<file path="src/rtl/uart_rx_pkg.sv">
// Shared UART constants for the receiver, the programmer stage and a future uart_tx.
// Frame geometry defaults plus the baud-derived half-bit offset.
package uart_rx_pkg;

    localparam int DEF_UART_DATA_LENGTH = 8;
    localparam int DEF_CLKS_PER_BIT     = 16;

    function automatic int half_bit(input int clks_per_bit);
        return clks_per_bit / 2;
    endfunction

    localparam int DEF_HALF_BIT = half_bit(DEF_CLKS_PER_BIT);

endpackage

</file>
<file path="src/rtl/sync_2ff.sv">
// Generic two-flop synchroniser for asynchronous input pins.
// The reset value lets the output start at the pin's idle level.
module sync_2ff #(
    parameter logic RESET_VAL = 1'b0
) (
    input  logic clk_i,
    input  logic reset_i,
    input  logic d_i,
    output logic q_o
);

    logic meta;

    always_ff @(posedge clk_i or posedge reset_i) begin
        if (reset_i) begin
            meta <= RESET_VAL;
            q_o  <= RESET_VAL;
        end else begin
            meta <= d_i;
            q_o  <= meta;
        end
    end

endmodule

</file>
<file path="src/rtl/uart_rx.sv">
// 8N1 UART receiver for the CPU programming path.
// Emits one-cycle data/frame-error strobes; busy whenever a frame is in flight.
module uart_rx
    import uart_rx_pkg::*;
#(
    parameter int CLKS_PER_BIT     = DEF_CLKS_PER_BIT,
    parameter int UART_DATA_LENGTH = DEF_UART_DATA_LENGTH
) (
    input  logic                        clk_i,
    input  logic                        reset_i,
    input  logic                        rx_i,
    output logic [UART_DATA_LENGTH-1:0] data_o,
    output logic                        data_valid_strb_o,
    output logic                        frame_error_o,
    output logic                        busy_o
);

    localparam int H  = half_bit(CLKS_PER_BIT);
    localparam int CW = $clog2(CLKS_PER_BIT);
    localparam int BW = (UART_DATA_LENGTH > 1) ? $clog2(UART_DATA_LENGTH) : 1;

    localparam logic [CW-1:0] CNT_HALF = CW'(H - 1);
    localparam logic [CW-1:0] CNT_LAST = CW'(CLKS_PER_BIT - 1);
    localparam logic [BW-1:0] BIT_LAST = BW'(UART_DATA_LENGTH - 1);

    typedef enum logic [1:0] {
        IDLE  = 2'd0,
        START = 2'd1,
        DATA  = 2'd2,
        STOP  = 2'd3
    } state_t;

    state_t                      state, state_n;
    logic [CW-1:0]               cnt, cnt_n;
    logic [BW-1:0]               bit_cnt, bit_n;
    logic [UART_DATA_LENGTH-1:0] shift, shift_n;
    logic [UART_DATA_LENGTH-1:0] data_n;
    logic                        strb_n;
    logic                        ferr_n;
    logic                        rx_s;
    logic                        rx_prev;
    logic                        fall;

    sync_2ff #(
        .RESET_VAL(1'b1)
    ) u_sync (
        .clk_i  (clk_i),
        .reset_i(reset_i),
        .d_i    (rx_i),
        .q_o    (rx_s)
    );

    // Edge-based start: a line held low cannot retrigger frames.
    assign fall   = rx_prev & ~rx_s;
    assign busy_o = (state != IDLE);

    always_comb begin
        state_n = state;
        cnt_n   = cnt;
        bit_n   = bit_cnt;
        shift_n = shift;
        data_n  = data_o;
        strb_n  = 1'b0;
        ferr_n  = 1'b0;
        unique case (state)
            IDLE: begin
                cnt_n = '0;
                if (fall) begin
                    state_n = START;
                end
            end
            START: begin
                if (cnt == CNT_HALF) begin
                    cnt_n = '0;
                    bit_n = '0;
                    state_n = rx_s ? IDLE : DATA;
                end else begin
                    cnt_n = cnt + CW'(1);
                end
            end
            DATA: begin
                if (cnt == CNT_LAST) begin
                    cnt_n   = '0;
                    shift_n = {rx_s, shift[UART_DATA_LENGTH-1:1]};
                    if (bit_cnt == BIT_LAST) begin
                        state_n = STOP;
                    end else begin
                        bit_n = bit_cnt + BW'(1);
                    end
                end else begin
                    cnt_n = cnt + CW'(1);
                end
            end
            STOP: begin
                if (cnt == CNT_LAST) begin
                    cnt_n   = '0;
                    state_n = IDLE;
                    if (rx_s) begin
                        data_n = shift;
                        strb_n = 1'b1;
                    end else begin
                        ferr_n = 1'b1;
                    end
                end else begin
                    cnt_n = cnt + CW'(1);
                end
            end
            default: begin
                state_n = IDLE;
                cnt_n   = '0;
            end
        endcase
    end

    always_ff @(posedge clk_i or posedge reset_i) begin
        if (reset_i) begin
            state             <= IDLE;
            cnt               <= '0;
            bit_cnt           <= '0;
            shift             <= '0;
            rx_prev           <= 1'b1;
            data_o            <= '0;
            data_valid_strb_o <= 1'b0;
            frame_error_o     <= 1'b0;
        end else begin
            state             <= state_n;
            cnt               <= cnt_n;
            bit_cnt           <= bit_n;
            shift             <= shift_n;
            rx_prev           <= rx_s;
            data_o            <= data_n;
            data_valid_strb_o <= strb_n;
            frame_error_o     <= ferr_n;
        end
    end

endmodule
</file>
<file path="config.mk">
export PLATFORM = sky130hd
export DESIGN_NAME = uart_rx
export DESIGN_NICKNAME = d
export VERILOG_FILES = /design/src/rtl/uart_rx_pkg.sv /design/src/rtl/sync_2ff.sv /design/src/rtl/uart_rx.sv
export SDC_FILE = /design/constraint.sdc
export NUM_CORES = 1
export LEC_CHECK = 0
export CAP_MARGIN = 30
export CORE_MARGIN = 1.5
export CORE_UTILIZATION = 30
export CTS_CLUSTER_SIZE = 14
export DETAILED_ROUTE_END_ITERATION = 16
export SETUP_SLACK_MARGIN = 0.5
export SKIP_CTS_REPAIR_TIMING = 1
export SLEW_MARGIN = 5
export SYNTH_ARGS = -nofsm -noshare
export SYNTH_HDL_FRONTEND = slang
export SYNTH_SLANG_ARGS = --single-unit
</file>
<file path="constraint.sdc">
create_clock -name clk_i -period 1.86 [get_ports clk_i]
set_input_delay 0.186 -clock clk_i [delete_from_list [all_inputs] [get_ports clk_i]]
set_output_delay 0.186 -clock clk_i [all_outputs]
set_load 0.01 [all_outputs]
</file>
==> reports/results.tsv <==
metric	value	unit
postRouteWirelength	2221	µm
core_area	0.004086	mm²
wl_met3	117	µm
placed_cells	153	
nets	122	
dr_total_vias	778	
synth.ff_latch_count	30	
r2r-end	bit_cnt[2]$_DFFE_PP0P_	
dpl.hpwl	1464	µm
final_cell_mix	25 x dfrtp_1, 14 x mux2_4, 9 x dlymetal6s2s_1	
period_share	0.8045	
fp.dieArea	0.004737	mm²
drive_above_1_share	0.3846	
crit_chain	ha_2 > ha_4 > nor4bb_2 > o21bai_1 > a22o_1	
p_per_area	1026	mW/mm²
synth_cell_types	37	
grt_max_degree	31	
hold_class	input pin to asynchronous set/reset pin	
synth_top_flop_cell	dfrtp_1	
finalHoldViolCount	0	
critPathArrivalTime	1.66	ns
crit_fanout	5	
max_freq	668.3	MHz
peakVddDrop	0.5965	mV
timing.setup.tns	0	ns
end_kind	register	
syn_to_final_growth	32.43	%
grt_pass1_wl	3505	µm
skew	0.004755	ns
final_common_cell	dfrtp_1	
rows	23	
drt-initial-drc-count	26	
start_util	0.3181	
avgSynthCellArea	14.44	µm²
placed_area	0.001535	mm²
cts_buffers	5	
synth_area	0.001300	mm²
p_clk_frac	0.292	
htree_levels	2	
cts.clk_slew.worst_paths	0.06	ns
wl_met1	1094	µm
yosysTopAreaCell	dfrtp_1	
ctsLongestPathBuffers	2	
routed_via_density	4.659	
r2r_slack	0.36	ns
gp_congestion	0.8256	
nFillCells	365	
synthCells	90	
slowest_delay	0.41	ns
cts_tree	built	
grt_use_total	0.1067	
synth_edf_count	0	
cp_top_family	flip-flops	
status	complete, no violations	
synthTopCellsByArea	dfrtp_1 52%, mux2_4 9.2%, mux2_2 6.9%	
ys_warn_count	0	
io_buffers	13	
start_kind	register	
fin_cells	167	
antenna_found_initial	0	
post_drt_wl_per_cell	13.30	µm
synth_top_area_share	0.5197	
seq_area	757.0	µm²
async_flop_share	1.000	
slew_viol_final	0	
swShare	0.2835	
met2_length	977	µm
power_frac_comb	0.246	
timing.rr.start	bit_cnt[0]$_DFFE_PP0P_	
power_leakage	0.8985	nW
rsz0062_at_grt	yes	
crit_required	2.02	ns
ys_seq_area_frac	0.5804	
io_pins	14	
grt-ovfl-total	0	
antenna_cells	0	
die_w	68.83	µm
crit_type	register to register	
finalSetupViolations	0	
syn_nets	96	
max-cap-violations	0	
ant_nets	0	
dr.pass1.iters	4	
cts-root-buf	clkbuf_8	
drc	0	
p_int	1.265	mW
crit_slowest_cell	dfrtp_1	
multiInputGateArea	568.0	µm²
insertion_delay	0.27	ns
slew_headroom	0.7542	
top_layer	met4	
grt_pass1_vias	726	
die_y	68.83	µm
power	1.766	mW
crit_buf_inv	0	
stdcell_area	0.001722	mm²
switchingPower	0.5006	mW
clkSinkCount	30	
seqPwrFrac	0.462	
layout_min_cycle_time	1.496	ns
reg2regPathDepth	5	
max_slew.worst_pin.slew	0.3687	ns
==> worst register-to-register path: cells and delay by family (launching register included) <==
kind                     cells  cell delay (ns)
AO/OA/AOI/OAI                2             0.32
AND/OR/NAND/NOR              1             0.29
flip-flops                   1             0.41
adder cells (fa/ha/maj)      2             0.37
==> cell type report <==
cell class | instances | area share
Clock buffer | 8 | 0.05233
Inverter | 3 | 0.006541
Multi-Input combinational cell | 54 | 0.3299
Sequential cell | 30 | 0.4397
Tap cell | 50 | 0.03634
Timing Repair Buffer | 22 | 0.1352
==> flip-flops by register name, summed over array words and instances (netlist names), named ones only <==
| register | count |
|---|---|
| state | 1 |
| cnt | 4 |
| frame_error_o | 1 |
| data_valid_strb_o | 1 |
| rx_prev | 1 |
| u_sync.meta | 1 |
| data_o | 8 |
| shift | 8 |
| u_sync.q_o | 1 |
| bit_cnt | 3 |
==> routing by layer <==
| metal | up-vias | GRT usage |
|---|---|---|
| li1 | 384 | - |
| met1 | 372 | 0.1476 |
| met2 | 18 | 0.1382 |
| met3 | 4 | 0.04545 |
| met4 | 0 | 0.05882 |
| met5 | - | 0 |
==> cell usage after synthesis, types with 2 or more instances <==
library cell	n
ha_1	3
inv_1	3
mux2_2	8
mux2_4	8
and2_1	2
dfrtp_1	27
a211oi_1	2
a21oi_1	3
dfstp_2	3
buf_2	2
a22o_1	3
==> power groups by stage <==
stage               registers [mW]  logic (mW)  clock network (mW)
CTS                          0.814       0.394               0.537
global placement             0.822       0.382                   0
finish                       0.817       0.434               0.515
global route                 0.830       0.495               0.571
detailed placement           0.828       0.388                   0
floorplan                    0.800       0.306                   0
==> through the flow <==
step           hold WS [ns]  setup WS, ns    util
2_1_floorplan        0.1905        0.3689       -
3_3_place_gp         0.3482        0.2971  0.3757
3_5_place_dp         0.3495        0.2057  0.3757
4_1_cts              0.2927        0.1465  0.3977
5_1_grt              0.3136        0.2971  0.4213
6_report             0.2848        0.3637  0.4213
==> worst max-delay path by stage <==
| stage | startpoint | slack [ns] | cells after the start | end |
|---|---|---|---|---|
| after floorplan | cnt[0]$_DFF_PP0_ | 0.37 | 5 | data_o[0]$_DFFE_PP0P_ |
| after global placement | cnt[0]$_DFF_PP0_ | 0.30 | 4 | shift[6]$_DFFE_PP0P_ |
| after detailed placement | cnt[0]$_DFF_PP0_ | 0.21 | 4 | shift[6]$_DFFE_PP0P_ |
| after CTS | register | 0.15 | 2 | busy_o |
| after global routing | bit_cnt[0]$_DFFE_PP0P_ | 0.30 | 5 | bit_cnt[1]$_DFFE_PP0P_ |
| final | bit_cnt[0]$_DFFE_PP0P_ | 0.36 | 5 | bit_cnt[2]$_DFFE_PP0P_ |
==> cells by family (layout without fill, tap and decap cells) <==
group / after synthesis / after routing / synth area share
AOI/OAI and AO/OA: 15 / 15 / 0.08374
xor gates and xnor gates: 2 / 2 / 0.01348
adders and majority gates: 3 / 3 / 0.02888
buffers and inverters: 7 / 33 / 0.03465
DFF: 30 / 30 / 0.5804
muxes: 16 / 16 / 0.1617
and+or+nand+nor: 17 / 18 / 0.09722
No activity file was read; power rests on OpenSTA's default activity.
